### config.mk
export PLATFORM = sky130hd
export DESIGN_NAME = apb_master
export DESIGN_NICKNAME = d
export VERILOG_FILES = /design/src/rtl/apb_pkg.sv /design/src/rtl/apb_wait_timer.sv /design/src/rtl/apb_master.sv
export SDC_FILE = /design/constraint.sdc
export NUM_CORES = 1
export LEC_CHECK = 0
export CORE_MARGIN = 2
export CORE_UTILIZATION = 45
export DETAILED_ROUTE_END_ITERATION = 10
export HOLD_SLACK_MARGIN = 0.1
export PLACE_DENSITY = 0.95
export SYNTH_ARGS = -nofsm -noshare
export SYNTH_HDL_FRONTEND = slang
export SYNTH_SLANG_ARGS = --single-unit
export TNS_END_PERCENT = 50
### constraint.sdc
create_clock -name pclk -period 4.43 [get_ports pclk]
set_input_delay 0.6645 -clock pclk [delete_from_list [all_inputs] [get_ports pclk]]
set_output_delay 0.6645 -clock pclk [all_outputs]
set_load 0.05 [all_outputs]
### src/rtl/apb_pkg.sv
// Shared types and defaults for the APB requester and its wait timer.
package apb_pkg;

  localparam int unsigned APB_ADDR_W  = 32;
  localparam int unsigned APB_DATA_W  = 8;
  localparam int unsigned APB_TIMEOUT = 16;

  typedef enum logic [1:0] {
    IDLE   = 2'd0,
    SETUP  = 2'd1,
    ACCESS = 2'd2,
    RESP   = 2'd3
  } apb_state_e;

  typedef struct packed {
    logic [APB_DATA_W-1:0] rdata;
    logic                  err;
    logic                  timeout;
  } apb_rsp_t;

endpackage

### src/rtl/apb_wait_timer.sv
// Counts ACCESS wait states; limit_o flags the last cycle allowed before abort.
module apb_wait_timer #(
  parameter int unsigned TIMEOUT = 16
) (
  input  logic pclk,
  input  logic prset,
  input  logic clear_i,
  input  logic enable_i,
  output logic limit_o
);

  localparam int unsigned CNT_W = (TIMEOUT > 2) ? $clog2(TIMEOUT) : 1;
  localparam logic [CNT_W-1:0] LIMIT = CNT_W'(TIMEOUT - 1);

  logic [CNT_W-1:0] cnt_q;
  logic [CNT_W-1:0] cnt_d;

  always_comb begin
    cnt_d = cnt_q;
    if (clear_i) begin
      cnt_d = '0;
    end else if (enable_i && (cnt_q != LIMIT)) begin
      cnt_d = cnt_q + CNT_W'(1);
    end
  end

  always_ff @(posedge pclk or negedge prset) begin
    if (!prset) begin
      cnt_q <= '0;
    end else begin
      cnt_q <= cnt_d;
    end
  end

  assign limit_o = (cnt_q == LIMIT);

endmodule

### src/rtl/apb_master.sv
// APB requester: one command at a time through SETUP/ACCESS with a bounded pready wait.
module apb_master
  import apb_pkg::*;
#(
  parameter int unsigned ADDR_W  = APB_ADDR_W,
  parameter int unsigned DATA_W  = APB_DATA_W,
  parameter int unsigned TIMEOUT = APB_TIMEOUT
) (
  input  logic              pclk,
  input  logic              prset,
  input  logic              cmd_valid,
  output logic              cmd_ready,
  input  logic              cmd_write,
  input  logic [ADDR_W-1:0] cmd_addr,
  input  logic [DATA_W-1:0] cmd_wdata,
  output logic              rsp_valid,
  input  logic              rsp_ready,
  output logic [DATA_W-1:0] rsp_rdata,
  output logic              rsp_err,
  output logic              rsp_timeout,
  output logic              psel,
  output logic              penable,
  output logic              pwrite,
  output logic [ADDR_W-1:0] paddr,
  output logic [DATA_W-1:0] pwdata,
  input  logic              pready,
  input  logic [DATA_W-1:0] pread,
  input  logic              perr
);

  apb_state_e        state_q, state_d;
  logic              psel_q, psel_d;
  logic              penable_q, penable_d;
  logic              pwrite_q, pwrite_d;
  logic [ADDR_W-1:0] paddr_q, paddr_d;
  logic [DATA_W-1:0] pwdata_q, pwdata_d;
  logic              rsp_valid_q, rsp_valid_d;
  logic [DATA_W-1:0] rsp_rdata_q, rsp_rdata_d;
  logic              rsp_err_q, rsp_err_d;
  logic              rsp_timeout_q, rsp_timeout_d;
  logic              tmr_clear, tmr_enable, tmr_limit;

  apb_wait_timer #(
    .TIMEOUT (TIMEOUT)
  ) u_wait_timer (
    .pclk     (pclk),
    .prset    (prset),
    .clear_i  (tmr_clear),
    .enable_i (tmr_enable),
    .limit_o  (tmr_limit)
  );

  always_comb begin
    state_d       = state_q;
    psel_d        = psel_q;
    penable_d     = penable_q;
    pwrite_d      = pwrite_q;
    paddr_d       = paddr_q;
    pwdata_d      = pwdata_q;
    rsp_valid_d   = rsp_valid_q;
    rsp_rdata_d   = rsp_rdata_q;
    rsp_err_d     = rsp_err_q;
    rsp_timeout_d = rsp_timeout_q;
    tmr_clear     = 1'b0;
    tmr_enable    = 1'b0;

    unique case (state_q)
      IDLE: begin
        if (cmd_valid) begin
          paddr_d   = cmd_addr;
          pwrite_d  = cmd_write;
          pwdata_d  = cmd_write ? cmd_wdata : '0;
          psel_d    = 1'b1;
          penable_d = 1'b0;
          tmr_clear = 1'b1;
          state_d   = SETUP;
        end
      end
      SETUP: begin
        penable_d = 1'b1;
        state_d   = ACCESS;
      end
      ACCESS: begin
        // pready is checked before the limit so a late completion still counts as success.
        if (pready) begin
          rsp_rdata_d   = (pwrite_q || perr) ? '0 : pread;
          rsp_err_d     = perr;
          rsp_timeout_d = 1'b0;
          rsp_valid_d   = 1'b1;
          psel_d        = 1'b0;
          penable_d     = 1'b0;
          state_d       = RESP;
        end else if (tmr_limit) begin
          rsp_rdata_d   = '0;
          rsp_err_d     = 1'b1;
          rsp_timeout_d = 1'b1;
          rsp_valid_d   = 1'b1;
          psel_d        = 1'b0;
          penable_d     = 1'b0;
          state_d       = RESP;
        end else begin
          tmr_enable = 1'b1;
        end
      end
      RESP: begin
        if (rsp_ready) begin
          rsp_valid_d = 1'b0;
          state_d     = IDLE;
        end
      end
      default: state_d = IDLE;
    endcase
  end

  always_ff @(posedge pclk or negedge prset) begin
    if (!prset) begin
      state_q       <= IDLE;
      psel_q        <= 1'b0;
      penable_q     <= 1'b0;
      pwrite_q      <= 1'b0;
      paddr_q       <= '0;
      pwdata_q      <= '0;
      rsp_valid_q   <= 1'b0;
      rsp_rdata_q   <= '0;
      rsp_err_q     <= 1'b0;
      rsp_timeout_q <= 1'b0;
    end else begin
      state_q       <= state_d;
      psel_q        <= psel_d;
      penable_q     <= penable_d;
      pwrite_q      <= pwrite_d;
      paddr_q       <= paddr_d;
      pwdata_q      <= pwdata_d;
      rsp_valid_q   <= rsp_valid_d;
      rsp_rdata_q   <= rsp_rdata_d;
      rsp_err_q     <= rsp_err_d;
      rsp_timeout_q <= rsp_timeout_d;
    end
  end

  assign cmd_ready   = (state_q == IDLE);
  assign psel        = psel_q;
  assign penable     = penable_q;
  assign pwrite      = pwrite_q;
  assign paddr       = paddr_q;
  assign pwdata      = pwdata_q;
  assign rsp_valid   = rsp_valid_q;
  assign rsp_rdata   = rsp_rdata_q;
  assign rsp_err     = rsp_err_q;
  assign rsp_timeout = rsp_timeout_q;

endmodule

# Word-level counts from Yosys, hierarchy flattened
# Cells that the tools add are included.
[totals]
ff_bits = 60
in_bits = 55
output_inout_bits = 55
[op_classes]
n_addsub = 1
eq_ne = 8
muxes = 28
reduce_logical = 14
[ops]
columns = ["operator", "n"]
rows = [
  ["8-bit 2-to-1 mux", 4],
  ["1-bit 2-to-1 mux", 14],
  ["3-bit AND reduction", 4],
  ["2-bit 2-to-1 mux", 4],
  ["4-bit 2-to-1 mux", 2],
  ["2-bit one-hot mux with 4 select lines", 1],
  ["2-bit nonzero test", 4],
  ["4-bit by 1-bit adder with 4-bit output, second input constant", 1],
  ["2-bit == test, second input constant", 2],
  ["4-bit == test, second input constant", 1],
  ["2-bit inequality test, second input constant", 2],
  ["4-bit inequality test, second input constant", 1],
  ["1-bit one-hot mux with 2 select lines", 2],
  ["2-bit AND reduction", 2],
  ["3-bit inequality test, second input constant", 1],
  ["1-bit one-hot mux with 3 select lines", 1],
  ["3-bit nonzero test", 1],
  ["2-bit by 1-bit == test with 1-bit output, second input constant", 1],
  ["2-bit logical NOT", 1],
  ["1-bit logical AND", 1],
  ["1-bit logical OR", 1],
]

# Logic depth before layout (Yosys ltp)
[logic_depth]
depth_word = 7
depth_mapped = 7
mapped_depth_nobuf = 5

# Modules after synthesis
# Synthesis repeated with hierarchy kept, for this count alone.
[hier_totals]
hier_cells = 179
area_unflattened_um2 = 2447.3
[by_module_without_submodules]
columns = ["mod", "n_inst", "cells_each", "area_per_inst_um2", "seq_area_each_um2"]
rows = [
  ["apb_master", 1, 159, 2218.4, 1401.3],
  ["apb_wait_timer", 1, 20, 229.0, 100.1],
]

# Worst setup path before layout
# No wires, ideal clock.
[synth_timing]
path_kind = "register -> register"
from = "reg state_q[0]"
to = "reg paddr_q[0], in the netlist paddr[0]"
setup_ns = 0.125
t_arrival_ns = 1.891
t_required_ns = 4.305
path_slack_ns = 2.414
path_stages_with_launch = 7
path_buffers = 2
period_less_slack_ns = 2.016
path_cell_list = "dfrtp_1 inv_1 ha_1 and2_1 buf_2 buf_6 mux2_2"
[synth_between]
elab_chain_cells = 2
[synth_rtl]
columns = ["item", "line_no", "source"]
rows = [
  ["start, declared", "apb_master.sv:31", "apb_state_e state_q, state_d;"],
  ["start signal, assigned", "apb_master.sv:128", "state_q <= state_d;"],
  ["2-bit logical NOT", "--", ""],
  ["via cmd_ready", "apb_master.sv:12", "output logic cmd_ready,"],
  ["2-bit AND reduction (no line)", "--", ""],
  ["end signal, assigned", "apb_master.sv:132", "paddr_q <= paddr_d;"],
  ["end, declared", "apb_master.sv:35", "logic [ADDR_W-1:0] paddr_q, paddr_d;"],
]
# The timed path passes the listed nets, and every way through them passes these cells.
# A chain may end at the register's enable or synchronous reset.

# Worst setup path after layout
[layout_timing]
from = "reg state_q[0]"
to = "out cmd_ready"
[layout_between]
elab_chain_cells = 1
[layout_rtl]
columns = ["item", "line_no", "source"]
rows = [
  ["2-bit logical NOT", "apb_master.sv:141", "assign cmd_ready = (state_q == IDLE);"],
  ["end, declared", "apb_master.sv:12", ""],
]
# No other way between the ends.

==> impl_metrics.tcl <==
set metrics [dict create \
    run_status "completed" \
    critPathRequiredTime_ns 3.77 \
    finalInstanceArea_um2 3806 \
    ant_nets 0 \
    path_max_fanout 6 \
    placed_area_um2 3625 \
    core_area_um2 5439 \
    clkSinkCount 60 \
    cp-start-kind "register" \
    min_period_ns 2.635 \
    slew_headroom_pct 36.16 \
    io_buffers 109 \
    ys_seq_area_share_pct 60.06 \
    grt_util_all_layers_pct 19.20 \
    drive_gt1_share_pct 16.51 \
    h-tree-depth 3 \
    postLayoutCoreUtil_pct 69.98 \
    worst_setup_path_end_kind "output port" \
    setup_viol 0 \
    layout.nets 371 \
    fin_crit_sh_pct 59.49 \
    die_w_um 78.54 \
    antenna_found_initial 0 \
    cap_violations 0 \
    vias_per_cell 4.979 \
    drtPass1Iterations 4 \
    die_y_um 78.54 \
    drtIter0Drc 90 \
    drc_errors 0 \
    synth_top_cell_area_share_pct 60.06 \
    hold_path.class "register to register" \
    drt-wirelength-per-cell_um 14.42 \
    p_per_area_nw_per_um2 857.5 \
    grt_max_degree 61 \
    postSynthAreaPerCell_um2 12.69 \
    grt_pass1_wl_mm 9.211 \
    slew_violations 0 \
    num_vias 1927 \
    path_class "register to output port" \
    rsz0062_at_grt "no" \
    clk-insertion-delay-late_ns 0.32 \
    synth_nets 258 \
    cp_cell_sequence "inv_1 -> ha_1 -> clkdlybuf4s50_1" \
    syn_to_final_growth_pct 52.25 \
    ys_ff_latch 60 \
    cts-buffers-inserted 9 \
    ios 110 \
    ys.flop_type "dfrtp_1" \
    place.gp.congestion 0.7149 \
    rows 27 \
    synth_cells 197 \
    syn_area_um2 2500 \
    synth_cell_types 30 \
    synth_edf_count 0 \
    ys.warnings.count 0 \
    clk_pin_slew_worst_paths_ns 0.07 \
    dp_hpwl_mm 4.111 \
    ir_drop_mv 0.4798 \
    fmax_mhz 379.5 \
    finalHoldViolCount 0 \
    p_leak_nw 1.592 \
    initial_core_util_pct 45.96 \
    cts_hold_buffers 0 \
    slowest_delay_ns 0.84 \
    die_area_um2 6168 \
    cts_resized 0 \
    final.setup.tns_ns 0 \
    cts_tree "done" \
    grt_pass1_vias 2028 \
    cpMaxStageDelayCell "clkdlybuf4s50_1" \
    synth_async_sr_flop_share_pct 100.0 \
    overflow 0 \
    clock_skew_ns 0.008890 \
    clockRootBuffer "clkbuf_8" \
    drt-total-wl_mm 5.579 \
    yosys-top-cells-area "dfrtp_1 60%, mux2_2 14%, o21ai_0 5.6%, nand2_1 3.9%, ha_1 3.0%" \
    synth_top_cell_by_area "dfrtp_1" \
    worstPathArrival_ns 1.97 \
    clockBufferDepth 2 \
    antenna_cells 0 \
    post-cts-setup-buffers 0 \
    worst_pin_slew_ns 0.9531 \
]
-- where the power goes --
part | switching [mW] | total, mW | internal (mW)
Combinational | 1.19 | 1.87 | 0.679
Sequential | 0.150 | 0.953 | 0.803
Clock | 0.193 | 0.442 | 0.249
Total | 1.53 | 3.26 | 1.73
-- placed cells by master (no fill, tap or decap), drive strengths merged --
cell and n:
a211oi 2, a21oi 6, a22o 1, a31o 1
a31oi 3, and2 1, buf 3, clkbuf 15
clkdlybuf4s50 108, clkinv 1, dfrtp 60, ha 6
inv 5, mux2 36, nand2 26, nand2b 1
nand3 2, nor2b 3, nor3b 1, o21ai 28
o311ai 1, o31ai 1, o32a 1, o41ai 1
or3 1, or4 1
-- critical path, delay by kind of cell, from the launching register on --
family / cells / cell delay [ns]
flip-flops: 1 / 0.44
adder cells (fa/ha/maj): 1 / 0.26
buffers and inverters: 2 / 0.95
-- final timing paths --
check | slack (ns) | depth (start not counted) | endpoint | startpoint
min in group asynchronous | 0.49 | 2 | state_q[1] | prset
max | 1.79 | 3 | cmd_ready | state_q[0]
max in group asynchronous | 3.46 | 2 | paddr[7] | prset
max reg2reg | 2.18 | 5 | paddr[8] | state_q[0]
min | 0.48 | 2 | pwdata[3] | pwdata[3]
min reg2reg | 0.48 | 2 | pwdata[3] | pwdata[3]
-- Yosys cell counts (all sizes together) (2+ instances only) --
| master | instances |
|---|---|
| a211oi | 2 |
| a21oi | 6 |
| a31oi | 3 |
| buf | 6 |
| clkbuf | 3 |
| dfrtp | 60 |
| ha | 6 |
| inv | 5 |
| mux2 | 36 |
| nand2 | 26 |
| nand3 | 2 |
| nor2b | 3 |
| o21ai | 28 |
-- state kept, by name, indices dropped and copies added (netlist names) --
register / count
paddr: 32
penable: 1
psel: 1
pwdata: 8
pwrite: 1
rsp_err: 1
rsp_rdata: 8
rsp_timeout: 1
rsp_valid: 1
state_q: 2
u_wait_timer.cnt_q: 4
-- metrics by stage --
stage          total power [mW]  hold WS (ns)  setup slack (ns)  cells
2_1_floorplan             2.211        0.3689             2.414    197
3_3_place_gp              2.790        0.4660             1.860    371
3_5_place_dp              2.841        0.4731             1.778    371
4_1_cts                   3.293        0.4869             1.779    387
5_1_grt                   3.424        0.5219             1.690    387
6_report                  3.264        0.4834             1.795    387
-- cell type report --
| cell class | count | area (µm²) |
|---|---|---|
| fillers | 422 | 1633 |
| well taps | 72 | 90.09 |
| inverters | 5 | 23.77 |
| clock buffers | 15 | 176.4 |
| clock inverters | 1 | 5.005 |
| multi-input cells | 123 | 908.4 |
| repair buffers | 111 | 1101 |
| flip-flops and latches | 60 | 1501 |
-- per-layer routing --
metal  GRT usage (%)  up-vias  routed length [µm]
li1                -      921                   -
met1           23.43      926                2330
met2           32.48       74                2829
met3           5.517        6                 368
met4           6.842        0                  51
met5               0        -                   0
-- kinds of logic after synthesis --
logic type / count (synthesis) / synth area share [%]
AOI/OAI and AO/OA: 45 / 10.51
adders and majority gates: 6 / 3.003
buffers and inverters: 14 / 3.603
DFF: 60 / 60.06
muxes: 36 / 16.22
and+or+nand+nor: 36 / 6.607
No activity file was read; power rests on OpenSTA's default activity.
